$ cat src/rtl/carry_select_adder_pkg.sv
// Shared sizing constants for the carry-select adder and its ripple blocks.
package carry_select_adder_pkg;

  localparam int unsigned DEF_WIDTH      = 32;
  localparam int unsigned DEF_BLOCK      = 4;
  localparam int unsigned DEF_NUM_BLOCKS = DEF_WIDTH / DEF_BLOCK;

  function automatic int unsigned num_blocks(input int unsigned width, input int unsigned block);
    return width / block;
  endfunction

endpackage

$ cat src/rtl/carry_select_adder_ripple_block.sv
// csel_ripple_block: BLOCK-bit ripple-carry adder; msb_ci exposes the carry into the top bit.
module csel_ripple_block #(
  parameter int unsigned BLOCK = carry_select_adder_pkg::DEF_BLOCK
) (
  input  logic [BLOCK-1:0] a,
  input  logic [BLOCK-1:0] b,
  input  logic             ci,
  output logic [BLOCK-1:0] s,
  output logic             co,
  output logic             msb_ci
);

  logic [BLOCK:0] c;

  always_comb begin
    c    = '0;
    s    = '0;
    c[0] = ci;
    for (int unsigned i = 0; i < BLOCK; i++) begin
      s[i]   = a[i] ^ b[i] ^ c[i];
      c[i+1] = (a[i] & b[i]) | (c[i] & (a[i] ^ b[i]));
    end
  end

  assign co     = c[BLOCK];
  assign msb_ci = c[BLOCK-1];

endmodule

$ cat src/rtl/carry_select_adder.sv
// Registered two's-complement adder with carry-in, built from carry-select blocks;
// produces sum, unsigned carry-out and signed overflow one clock after sampling.
module carry_select_adder
  import carry_select_adder_pkg::*;
#(
  parameter int unsigned WIDTH = DEF_WIDTH,
  parameter int unsigned BLOCK = DEF_BLOCK
) (
  input  logic             clk,
  input  logic             rst,
  input  logic [WIDTH-1:0] A,
  input  logic [WIDTH-1:0] B,
  input  logic             cin,
  output logic [WIDTH-1:0] sum,
  output logic             cout,
  output logic             of
);

  localparam int unsigned NUM_BLOCKS = num_blocks(WIDTH, BLOCK);

  logic [NUM_BLOCKS:0] blk_c;
  logic [WIDTH-1:0]    sum_c;
  logic                msb_c;
  logic                of_c;

  assign blk_c[0] = cin;

  for (genvar k = 0; k < NUM_BLOCKS; k++) begin : g_blk
    if (k == 0) begin : g_first
      logic m0;
      csel_ripple_block #(.BLOCK(BLOCK)) u_rca (
        .a      (A[k*BLOCK +: BLOCK]),
        .b      (B[k*BLOCK +: BLOCK]),
        .ci     (blk_c[0]),
        .s      (sum_c[k*BLOCK +: BLOCK]),
        .co     (blk_c[1]),
        .msb_ci (m0)
      );
      if (NUM_BLOCKS == 1) begin : g_msb
        assign msb_c = m0;
      end
    end else begin : g_sel
      logic [BLOCK-1:0] s0, s1;
      logic             co0, co1, m0, m1;
      csel_ripple_block #(.BLOCK(BLOCK)) u_rca0 (
        .a      (A[k*BLOCK +: BLOCK]),
        .b      (B[k*BLOCK +: BLOCK]),
        .ci     (1'b0),
        .s      (s0),
        .co     (co0),
        .msb_ci (m0)
      );
      csel_ripple_block #(.BLOCK(BLOCK)) u_rca1 (
        .a      (A[k*BLOCK +: BLOCK]),
        .b      (B[k*BLOCK +: BLOCK]),
        .ci     (1'b1),
        .s      (s1),
        .co     (co1),
        .msb_ci (m1)
      );
      // Incoming block carry picks the precomputed slice and outgoing carry.
      assign sum_c[k*BLOCK +: BLOCK] = blk_c[k] ? s1  : s0;
      assign blk_c[k+1]              = blk_c[k] ? co1 : co0;
      if (k == NUM_BLOCKS - 1) begin : g_msb
        assign msb_c = blk_c[k] ? m1 : m0;
      end
    end
  end

  assign of_c = msb_c ^ blk_c[NUM_BLOCKS];

  always_ff @(posedge clk) begin
    if (rst) begin
      sum  <= '0;
      cout <= 1'b0;
      of   <= 1'b0;
    end else begin
      sum  <= sum_c;
      cout <= blk_c[NUM_BLOCKS];
      of   <= of_c;
    end
  end

endmodule

$ cat config.mk
export PLATFORM = sky130hd
export DESIGN_NAME = carry_select_adder
export DESIGN_NICKNAME = d
export VERILOG_FILES = /design/src/rtl/carry_select_adder_pkg.sv /design/src/rtl/carry_select_adder_ripple_block.sv /design/src/rtl/carry_select_adder.sv
export SDC_FILE = /design/constraint.sdc
export NUM_CORES = 1
export LEC_CHECK = 0
export BUFFER_PORTS_ARGS = -buffer_cell sky130_fd_sc_hd__buf_2
export CORE_UTILIZATION = 40
export DETAILED_ROUTE_END_ITERATION = 16
export PLACE_DENSITY = 0.73
export SKIP_LAST_GASP = 1
export SLEW_MARGIN = 20
export SYNTH_ARGS = -nofsm -noshare
export SYNTH_HDL_FRONTEND = slang
export SYNTH_SLANG_ARGS = --single-unit
export TNS_END_PERCENT = 5
$ cat constraint.sdc
create_clock -name clk -period 25.2 [get_ports clk]
set_clock_uncertainty 0.05 [all_clocks]
set_input_delay 2.52 -clock clk [delete_from_list [all_inputs] [get_ports clk]]
set_output_delay 2.52 -clock clk [all_outputs]
set_load 0.05 [all_outputs]
======== Yosys cells after proc, flatten, opt, wreduce, memory -nomap -nowiden ========
Cells that the tools add are included.
Widths: inputs -> output; s select.
operators by class
  mux-type cells .......................... 15
  bitwise gates (word level) .............. 217
operators with widths
  cell         count
  $xor 1x1->1  79
  $and 1x1->1  78
  $or 1x1->1   53
  $mux 4       7
  $mux 1       8
  $not 1->1    7
storage, ports and cells
  flip-flop bits (word level) ............. 34
  bits of input ports ..................... 67
  logic and storage cells ................. 235

======== Logic depth before layout (Yosys ltp) ========
  word-level depth ........................ 17
  gate-level depth with buffers ........... 50

======== By module ========
Synthesis repeated with hierarchy kept, for this count alone.
second synthesis, totals
  cell total of the unflattened synthesis .. 335
  area, all modules ....................... 3144.3 µm²
by module, submodules not included
  module              times used  cells each  area each (µm²)
  csel_ripple_block   15          12          110.1
  carry_select_adder  1           155         1492.7

======== Worst setup path after synthesis ========
OpenSTA, ideal clock, no wires.
  path type ............................... input port to flip-flop
  from .................................... in A[0]
  to ...................................... reg of
  library setup time ...................... 0.114 ns
  arrival ................................. 11.928 ns
  required time ........................... 25.036 ns
  path slack .............................. 13.108 ns
  cell stages on the path ................. 44
  buffers on the path ..................... 0
  path through ............................ fa_1 fa_1 fa_1 inv_1 fa_1 a21oi_1 fa_1 inv_1 fa_1 inv_1 fa_1 mux2i_1 fa_1 fa_1 inv_1 fa_1 o21ai_0 fa_1 [... 8 more ...] o21ai_0 fa_1 fa_1 inv_1 fa_1 o21ai_0 fa_1 fa_1 inv_1 fa_1 a21oi_1 fa_1 inv_1 fa_1 inv_1 fa_1 xor2_1 nor2_1
on the way
  cells in the longest elaborated chain, start to end .. 17
  elaborated cells on any way between the ends .. 19
  those cells by class .................... mux (8); bitwise (11)
RTL lines
  item                              RTL line                                            source
  from (decl)                       carry_select_adder.sv:11                            input logic [WIDTH-1:0] A,
  $xor 1x1->1                       carry_select_adder_ripple_block.sv:21               c[i+1] = (a[i] & b[i]) | (c[i] & (a[i] ^ b[i]));
  $and 1x1->1                       carry_select_adder_ripple_block.sv:21
  $or 1x1->1 (*)                    carry_select_adder_ripple_block.sv:21
  $and 1x1->1 (*)                   carry_select_adder_ripple_block.sv:21
  $or 1x1->1 (*)                    carry_select_adder_ripple_block.sv:21
  $and 1x1->1 (*)                   carry_select_adder_ripple_block.sv:21
  $or 1x1->1 (*)                    carry_select_adder_ripple_block.sv:21
  $and 1x1->1 (*)                   carry_select_adder_ripple_block.sv:21
  $or 1x1->1 (*)                    carry_select_adder_ripple_block.sv:21
  $mux 1 (*) (6 in a row)           carry_select_adder.sv:63                            assign blk_c[k+1] = blk_c[k] ? co1 : co0;
  $mux 1, on equally long branches  carry_select_adder.sv:65, carry_select_adder.sv:63
  $xor 1x1->1 (*)                   carry_select_adder.sv:70                            assign of_c = msb_c ^ blk_c[NUM_BLOCKS];
  to (signal assigned)              carry_select_adder.sv:76                            of <= 1'b0;
  to (signal assigned)              carry_select_adder.sv:80                            of <= of_c;
  to (decl)                         carry_select_adder.sv:16                            output logic of
Mark *: on every way between the ends. The rest lies on a longest branch, timed or not.
A chain may end at the register's enable or synchronous reset.

======== Worst setup path after layout ========
Same ends and word-level chain as after synthesis.

==> qor.txt <==
Worst Setup Slack post-DPL = 12200 ps
slowest stage delay, CP = 430 ps
fmax = 79.13 MHz
most used cell, CP = fa_1
final net count = 386
Die Y = 70.32 um
drt via density = 4.141
GRT overflow = 0
clock-pin slew on the worst setup and hold paths = 70 ps
Slew @ Worst Pin = 573.3 ps
core area = 4414 um2
synthesized flop and latch total = 34
clock sinks = 34
share of the synthesized area in the top cell type = 0.3646
Hold-fix buffers, CTS = 0
Worst path depth = 45
remaining antenna violation count after routing = 0
Max Cap Violations = 0
Final period util = 0.5015
I/O Pins = 101
post_cts resized = 0
relative slew slack = 0.6178
fillers = 431
setup repair bufs after CTS = 0
diode count = 0
Vias = 1379
Slowest-stage cell, CP = fa_1
Horiz. Die Dim = 70.32 um
final setup margin = 12560 ps
LEAKAGE = 1.422 nW
RSZ-0062 raised after global routing = no
Area Growth Syn to Fin = 33.38%
CP bufs+invs = 11
Hold/Removal Path Class = primary input to flop
clk root buf = clkbuf_8
worst vdd ir = 22.95 uV
Setup CP Type = primary input to flop
status = completed
critical path capture point type = flop
global-route wire length before repair = 5.789 mm
Finished Cell Area = 2490 um2
layout cells sized above 1 = 0.3950
Finished Layout Cells = 333
final hold viol count = 0
largest net degree at the start of global routing = 35
htree depth = 2
min cycle time layout = 12640 ps
I/O Buffers = 100
Worst EP arrival = 12730 ps
setup TNS = 0 ps
gpl congestion = 0.7362
CP Launch Type = primary input
DR DRC count = 0
vias in the first global route = 1381
Clock Path Buffers = 2
CP delay by family, top = adder cells
placed insts = 325
count of pins over their slew limit = 0
Mapped Area = 1867 um2
GRT Overall Usage = 0.1547
utilization of the core after routing = 0.5641
drt pass-1 iters = 4
floorplan row count = 24
Crit Path Max Fanout = 3
PD cells = 65.22 nW/um2
cell type with the largest total area after synthesis = dfxtp_1
total wire length = 3.433 mm
Cells on Worst Hold Path = 3
Yosys warning count = 0
antenna violations before repair = 0
WL/cell = 10.31 um
Initial Util = 0.4229
DR iter-0 viols = 41
leading post-synthesis cells by cell area = dfxtp_1, fa_1, ha_1
number of buffers created by CTS = 5
Distinct cells, synth = 13
Placement Cell Area = 2399 um2
dpl hpwl = 2.947 mm
sequential share of the synthesized area = 0.3646
WP data required = 25300 ps
syn nets = 282
die area = 4944 um2
# setup viols final = 0
Post-Syn Area per Cell = 10.61 um2
CTS tree = yes
Synth Instances = 176
[metrics by stage]
step	hold slack, ps	power, mW
finish	2568	0.1624
global route	2572	0.1734
CTS	2564	0.1650
detailed placement	2851	0.1246
global placement	2844	0.1230
floorplan	2656	0.1075
[cells in the mapped netlist]
cell,count
mux2i_1,1
o21ai_0,4
xor2_1,8
nor2_1,21
and2b_2,4
nand2_1,4
dfxtp_1,34
fa_1,25
inv_1,45
ha_1,14
a21oi_1,2
buf_6,3
nor2b_1,11
[state kept, by name, summed over array words and instances, names as in the netlist]
register / flops
sum: 32
of: 1
cout: 1
[cells in the final DEF (no fill, tap or decap), types with 6 or more instances in the layout]
| cell type | synthesis | routed |
|---|---|---|
| dfxtp_1 | 34 | 34 |
| nor2_1 | 21 | 21 |
| xor2_1 | 8 | 8 |
| ha_1 | 14 | 14 |
| clkbuf_8 | 0 | 6 |
| fa_1 | 25 | 25 |
| nor2b_1 | 11 | 11 |
| buf_2 | 0 | 100 |
| inv_1 | 45 | 45 |
[kinds of logic after synthesis]
family,after synthesis,share of synthesized area
mux,1,0.005362
flops,34,0.3646
simple gates,40,0.1059
buf+inv,48,0.1086
xor+xnor,8,0.03754
fa+ha+maj,39,0.3619
compound gates,6,0.01609
[where the power goes]
| group | leakage (nW) | internal [mW] | switching [mW] |
|---|---|---|---|
| Sequential | 0.283 | 0.0610 | 0.00168 |
| Clock | 0.0482 | 0.0220 | 0.0178 |
| Combinational | 1.09 | 0.0185 | 0.0413 |
[final timing paths]
path                  start      to  slack (ps)
worst min-delay path   B[6]  sum[6]        2570
worst max-delay path   A[0]      of       12560
[area by class of cell]
cell class | count | area (um2) | share of cell area
Tap cell | 52 | 65.06 | 0.02613
Sequential cell | 34 | 680.7 | 0.2734
Clock buffer | 7 | 86.33 | 0.03467
Inverter | 45 | 168.9 | 0.06784
Timing Repair Buffer | 100 | 500.5 | 0.2010
Multi-Input combinational cell | 94 | 983.4 | 0.3950
Clock inverter | 1 | 5.005 | 0.002010
[layer usage]
layer | vias to the layer above | GRT usage | wire [um]
met5 | - | 0 | 0
met4 | 0 | 0.08667 | 68
met3 | 5 | 0.03896 | 212
met2 | 49 | 0.2730 | 1849
met1 | 622 | 0.1667 | 1302
li1 | 703 | - | -
No activity file was read; power rests on OpenSTA's default activity.
